[src/rtl/spi_master.sv]
// spi_master: SPI master controlled through a small register bus.
// The host writes a word to SPI_TX. The block frames it with ss, shifts it out
// LSB first on mosi, and captures the same number of bits from miso. It then
// raises ready and, if enabled, pulses interrupt for one clk.
// Optional feature macro: SPI_MASTER_CLKDIV_REG_EN. When it is defined, a
// run-time SPI_CLKDIV register replaces the CLK_DIV parameter as the sclk
// half-period.

`ifndef SPI_DATA_W
`define SPI_DATA_W 32
`endif
`ifndef SPI_ADDR_W
`define SPI_ADDR_W 3
`endif
`ifndef SPI_TX
`define SPI_TX 0
`endif
`ifndef SPI_RX
`define SPI_RX 1
`endif
`ifndef SPI_READY
`define SPI_READY 2
`endif
`ifndef SPI_INTRRPT_EN
`define SPI_INTRRPT_EN 3
`endif
`ifndef SPI_CLKDIV
`define SPI_CLKDIV 4
`endif

module spi_master #(
  parameter int DATA_W  = `SPI_DATA_W,
  parameter int CLK_DIV = 4
) (
  input  logic                   clk,
  input  logic                   rst,
  output logic                   sclk,
  output logic                   ss,
  output logic                   mosi,
  input  logic                   miso,
  input  logic [DATA_W-1:0]      data_in,
  output logic [DATA_W-1:0]      data_out,
  input  logic [`SPI_ADDR_W-1:0] address,
  input  logic                   we,
  input  logic                   sel,
  output logic                   interrupt
);

  localparam logic [2:0] S_IDLE    = 3'd0;
  localparam logic [2:0] S_PRELOAD = 3'd1;
  localparam logic [2:0] S_SETUP   = 3'd2;
  localparam logic [2:0] S_SHIFT   = 3'd3;
  localparam logic [2:0] S_HOLD    = 3'd4;

  localparam int CNT_W = (DATA_W > 1) ? $clog2(DATA_W) : 1;
  localparam logic [CNT_W-1:0] LAST_BIT = CNT_W'(DATA_W - 1);

  localparam logic [`SPI_ADDR_W-1:0] A_TX     = `SPI_ADDR_W'(`SPI_TX);
  localparam logic [`SPI_ADDR_W-1:0] A_RX     = `SPI_ADDR_W'(`SPI_RX);
  localparam logic [`SPI_ADDR_W-1:0] A_READY  = `SPI_ADDR_W'(`SPI_READY);
  localparam logic [`SPI_ADDR_W-1:0] A_IE     = `SPI_ADDR_W'(`SPI_INTRRPT_EN);

`ifdef SPI_MASTER_CLKDIV_REG_EN
  localparam logic [`SPI_ADDR_W-1:0] A_CLKDIV = `SPI_ADDR_W'(`SPI_CLKDIV);
  localparam int DIV_W = 16;
  logic [15:0]      r_clkdiv;
  logic [DIV_W-1:0] w_h_m1;
  // The stored divider is never 0, so H-1 cannot underflow.
  assign w_h_m1 = r_clkdiv - 16'd1;
`else
  localparam int DIV_W = (CLK_DIV > 1) ? $clog2(CLK_DIV) : 1;
  logic [DIV_W-1:0] w_h_m1;
  assign w_h_m1 = DIV_W'(CLK_DIV - 1);
`endif

  logic [2:0]        r_state;
  logic [DIV_W-1:0]  r_div;
  logic              r_phase;     // 0 = sclk high half, 1 = sclk low half
  logic [CNT_W-1:0]  r_bit;
  logic              r_start;     // accepted TX write waiting to enter PRELOAD
  logic              r_busy;
  logic              r_ready;
  logic              r_ie;
  logic              r_irq;
  logic              r_sclk;
  logic              r_ss;
  logic              r_mosi;
  logic [DATA_W-1:0] r_tx;
  logic [DATA_W-1:0] r_rx_sh;
  logic [DATA_W-1:0] r_rx;

  logic              w_div_end;
  logic              w_tx_acc;
  logic              w_rx_rd;
  logic              w_sample;
  logic              w_fall;
  logic              w_done;
  logic [DATA_W-1:0] w_tx_next;

  assign w_div_end = (r_div == w_h_m1);
  // A transfer is pending from the accepting edge onwards, which closes the
  // window before busy becomes visible.
  assign w_tx_acc  = sel & we & (address == A_TX) & ~r_busy & ~r_start;
  assign w_rx_rd   = sel & ~we & (address == A_RX);
  // Rising sclk edges: the end of SETUP, and the end of every low half in SHIFT
  // except the last one.
  assign w_sample  = w_div_end & ((r_state == S_SETUP) |
                     ((r_state == S_SHIFT) & r_phase & (r_bit != LAST_BIT)));
  assign w_fall    = w_div_end & (r_state == S_SHIFT) & ~r_phase;
  assign w_done    = w_div_end & (r_state == S_HOLD);
  assign w_tx_next = r_tx >> 1;

  assign sclk      = r_sclk;
  assign ss        = r_ss;
  assign mosi      = r_mosi;
  assign interrupt = r_irq;

  // Transfer sequencer, bus control flags and registered SPI pins.
  always_ff @(posedge clk or negedge rst) begin
    if (!rst) begin
      r_state <= S_IDLE;
      r_div   <= '0;
      r_phase <= 1'b0;
      r_bit   <= '0;
      r_start <= 1'b0;
      r_busy  <= 1'b0;
      r_ready <= 1'b0;
      r_ie    <= 1'b0;
      r_irq   <= 1'b0;
      r_sclk  <= 1'b0;
      r_ss    <= 1'b1;
      r_mosi  <= 1'b0;
    end else begin
      r_irq <= 1'b0;
      if (w_rx_rd) r_ready <= 1'b0;
      if (sel & we & (address == A_IE)) r_ie <= data_in[0];
      if (w_tx_acc) begin
        r_start <= 1'b1;
        r_ready <= 1'b0;
      end
      if (r_state != S_IDLE) r_div <= w_div_end ? '0 : r_div + 1'b1;
      case (r_state)
        S_IDLE: begin
          r_div <= '0;
          if (r_start) begin
            r_start <= 1'b0;
            r_state <= S_PRELOAD;
            r_busy  <= 1'b1;
            r_sclk  <= 1'b1;
            r_phase <= 1'b0;
            r_mosi  <= r_tx[0];
          end
        end
        S_PRELOAD: begin
          if (w_div_end) begin
            if (!r_phase) begin
              r_sclk  <= 1'b0;
              r_phase <= 1'b1;
            end else begin
              r_state <= S_SETUP;
              r_ss    <= 1'b0;
              r_phase <= 1'b0;
            end
          end
        end
        S_SETUP: begin
          if (w_div_end) begin
            r_state <= S_SHIFT;
            r_sclk  <= 1'b1;
            r_phase <= 1'b0;
            r_bit   <= '0;
          end
        end
        S_SHIFT: begin
          if (w_div_end) begin
            if (!r_phase) begin
              r_sclk  <= 1'b0;
              r_phase <= 1'b1;
              r_mosi  <= w_tx_next[0];
            end else if (r_bit == LAST_BIT) begin
              r_state <= S_HOLD;
              r_phase <= 1'b0;
            end else begin
              r_bit   <= r_bit + 1'b1;
              r_sclk  <= 1'b1;
              r_phase <= 1'b0;
            end
          end
        end
        S_HOLD: begin
          // The ready set here is written after the RX-read clear above, so it wins.
          if (w_div_end) begin
            r_state <= S_IDLE;
            r_ss    <= 1'b1;
            r_busy  <= 1'b0;
            r_ready <= 1'b1;
            r_irq   <= r_ie;
          end
        end
        default: r_state <= S_IDLE;
      endcase
    end
  end

  // Data shift registers. They carry no reset, so a reset leaves the last rx word readable.
  always_ff @(posedge clk) begin
    if (w_tx_acc)      r_tx <= data_in;
    else if (w_fall)   r_tx <= w_tx_next;
    if (w_sample)      r_rx_sh <= {miso, r_rx_sh[DATA_W-1:1]};
    if (w_done)        r_rx <= r_rx_sh;
  end

`ifdef SPI_MASTER_CLKDIV_REG_EN
  // Run-time half-period. It is frozen while a transfer is pending or running.
  always_ff @(posedge clk or negedge rst) begin
    if (!rst) begin
      r_clkdiv <= 16'(CLK_DIV);
    end else if (sel & we & (address == A_CLKDIV) & ~r_busy & ~r_start) begin
      r_clkdiv <= (data_in[15:0] == 16'd0) ? 16'd1 : data_in[15:0];
    end
  end
`endif

  // Register read mux. Unmapped addresses read as zero.
  always_comb begin
    data_out = '0;
    case (address)
      A_RX:     data_out = r_rx;
      A_READY:  data_out[1:0] = {r_busy, r_ready};
`ifdef SPI_MASTER_CLKDIV_REG_EN
      A_CLKDIV: data_out = DATA_W'(r_clkdiv);
`endif
      default:  data_out = '0;
    endcase
  end

endmodule

[config.mk]
export PLATFORM = sky130hd
export DESIGN_NAME = spi_master
export DESIGN_NICKNAME = d
export VERILOG_FILES = /design/src/rtl/spi_master.sv
export SDC_FILE = /design/constraint.sdc
export NUM_CORES = 1
export LEC_CHECK = 0
export ABC_AREA = 1
export CAP_MARGIN = 0
export CORE_ASPECT_RATIO = 1.25
export CORE_MARGIN = 1.5
export CORE_UTILIZATION = 35
export DETAILED_ROUTE_END_ITERATION = 10
export PLACE_DENSITY_LB_ADDON = 0.1
export REMOVE_ABC_BUFFERS = 1
export SLEW_MARGIN = 10
export SYNTH_ARGS = -nofsm -noshare
export SYNTH_HDL_FRONTEND = slang
export SYNTH_SLANG_ARGS = --single-unit
[constraint.sdc]
create_clock -name clk -period 10 [get_ports clk]
set_input_delay 2 -clock clk [delete_from_list [all_inputs] [get_ports clk]]
set_output_delay 2 -clock clk [all_outputs]
set_load 0.02 [all_outputs]
==> run metrics <==
synth warn 0; fin crit period 5.863 ns; Final Net Count 542; Worst Max-Slew Pin Slew 1.084 ns; Worst-Skew Late Latency 0.41 ns; share of synthesized flip-flops with an asynchronous set or reset 0.1652; crit path DAT 3.86 ns; Die X 107.3 um; placed insts 650; Max Freq 0.1706 GHz; critical path, cell by cell clkdlybuf4s50_1 > nor3_2 > inv_2 > nor2_1 > clkdlybuf4s50_1; Synth top area share 0.6062; Yosys top cell by area edfxtp_1; most common cell after layout, fill and taps aside nand2_1; setup repair bufs after CTS 0; Pwr Density 184.3 nW/um^2; Max Buffers Root-to-Sink 2; vias per cell 4.438; via count 3027; largest cells by area after synthesis edfxtp_1 61%, nand2_1 10%, dfrtp_1 9.5%; largest net degree at the start of global routing 38; core area 13230 um^2; Worst path slowest cell clkdlybuf4s50_1; CP endpoint kind output pin; Reg power frac 0.448; Buffers & Inverters on Critical Path 3; routed len/inst 12.91 um; post-CTS sizing 0; NetSw 0.0002437 W; CTS sink cnt 115; root buf cell clkbuf_16; status finished clean; CTS HTree Levels 4; mean post-synth cell area 11.43 um^2; gpl congestion 0.8378; P&R area growth vs syn 31.33%; most used cell, CP clkdlybuf4s50_1; die area 14300 um^2; Peak VDD IR 99.34 uV; most frequent cells in the layout 132 x nand2_1, 96 x edfxtp_1, 75 x clkdlybuf4s50_1; Req. time, crit path 8.00 ns; post-synth cell types 28; vias in the first global route 3057; Seq/Total Area, Yosys 0.7064; drt total wl 8802 um; Lkg Pwr 2.536 nW; IO Count 76; CTS buffer count 17; Main synth FF type edfxtp_1; TritonCTS clock tree yes; Fin Hold WS 0.4231 ns; number of synthesized flops with an enable pin 96; post-synthesis register bit count 115; Initial Util 0.3594; clock power share 0.524; cts hold-fix bufs 0; worst hold path class reg -> reg; Fin Setup TNS 0 ns; crit-path leading delay family buffers and inverters; sw frac 0.2117; max incr delay on CP 0.63 ns; Worst slew margin 0.2758; Max Transition Viols Final 0; layout cells sized above 1 0.1272; count of non-filler cells in the finished layout 682; startpoint types primary input; period utilization 0.5863; Clock Skew 0.009502 ns; first-pass GRT wire length 14710 um; DR iter-0 viols 162; Logic pwr share 0.028; initial antenna violation count 0; Initial DRT Pass Iterations 4; HPWL Detailed 5612 um; total track usage 0.1349; antenna violation net count after detailed routing 0; Max Cap Violations 0; Max FO, Critical Path 31; Internal Dissipation 0.0009073 W; Post-Synthesis Cells 416; Die Ht 133.3 um; # diodes 0; Residual DRC 0; Finish-stage setup viols 0; CP Class in -> out; Site Rows 47; port buffer count 75; final hold vios 0; Synth Cell Area 4756 um^2; setup repair after global routing missed its margin no; GRT Residual Overflow 0; Reg clk slew, reported paths 0.05 ns
[power groups by stage]
stage | registers (W) | logic [W] | clock network [W]
global placement | 0.000525 | 0.0000328 | 0
detailed placement | 0.000525 | 0.0000330 | 0
global route | 0.000515 | 0.0000351 | 0.000639
CTS | 0.000515 | 0.0000332 | 0.000619
finish | 0.000515 | 0.0000323 | 0.000603
floorplan | 0.000525 | 0.00000836 | 0
[flip-flops by register name, summed over array words and instances, names as in the netlist, 2 cells and up]
signal   count
r_bit        5
r_div        2
r_rx        32
r_rx_sh     32
r_state      3
r_tx        32
[worst paths after layout]
path	startpoint	to	slack (ns)	cells after the start
worst max-delay path	address[1]	data_out[5]	4.14	5
min in group asynchronous	rst	r_bit[0]	2.10	1
worst min register to register	r_rx_sh[0]	r_rx[0]	0.42	0
worst max register to register	r_state[0]	r_rx_sh[25]	7.56	6
max in group asynchronous	rst	r_ready	7.35	1
worst min-delay path	r_rx_sh[0]	r_rx[0]	0.42	0
[routing by layer]
metal / vias to the layer above / routed length [um] / share of wire / GRT usage
li1: 1526 / - / - / -
met4: 0 / 140 / 0.016 / 0.06074
met2: 50 / 4406 / 0.50 / 0.2187
met3: 13 / 313 / 0.036 / 0.04207
met1: 1438 / 3941 / 0.45 / 0.1641
met5: - / 0 / 0 / 0
[layout make-up]
cell class / count / area, um^2
repair buffers: 75 / 750.7
multi-input cells: 239 / 1136
flip-flops and latches: 115 / 3359
well taps: 171 / 214.0
fillers: 1259 / 6985
clock buffers: 17 / 425.4
clock inverters: 15 / 167.7
inverters: 50 / 192.7
[cells in the mapped netlist, types with 2 or more instances]
cell	number
nand2_1	132
nor2_1	44
o21ai_1	5
nor2_4	2
ha_1	4
nand3_1	13
buf_2	6
nand2_2	7
a21oi_1	5
dfrtp_1	18
nand3_2	5
nor3_1	2
o21ai_0	6
buf_6	6
a32o_1	2
inv_2	7
edfxtp_1	96
nand4_1	3
nor2_2	3
inv_4	2
inv_1	41
[metrics by stage]
step / power [W] / setup slack, ns / utilization / area (um^2)
floorplan: 0.0005332 / 5.242 / - / 4658
global placement: 0.0005577 / 4.207 / 0.4272 / 5653
detailed placement: 0.0005581 / 4.130 / 0.4272 / 5653
CTS: 0.001167 / 4.116 / 0.4721 / 6246
global route: 0.001189 / 4.027 / 0.4721 / 6246
finish: 0.001151 / 4.137 / 0.4721 / 6246
[cells by family after synthesis]
family / after synthesis / synth area share
AO/OA/AOI/OAI: 19 / 0.02262
buffers and inverters: 62 / 0.06104
flip-flops: 115 / 0.7064
adder cells (fa/ha/maj): 4 / 0.01052
multiplexers: 1 / 0.002105
AND/OR/NAND/NOR: 215 / 0.1973
Power figures use the tool's default switching activity.
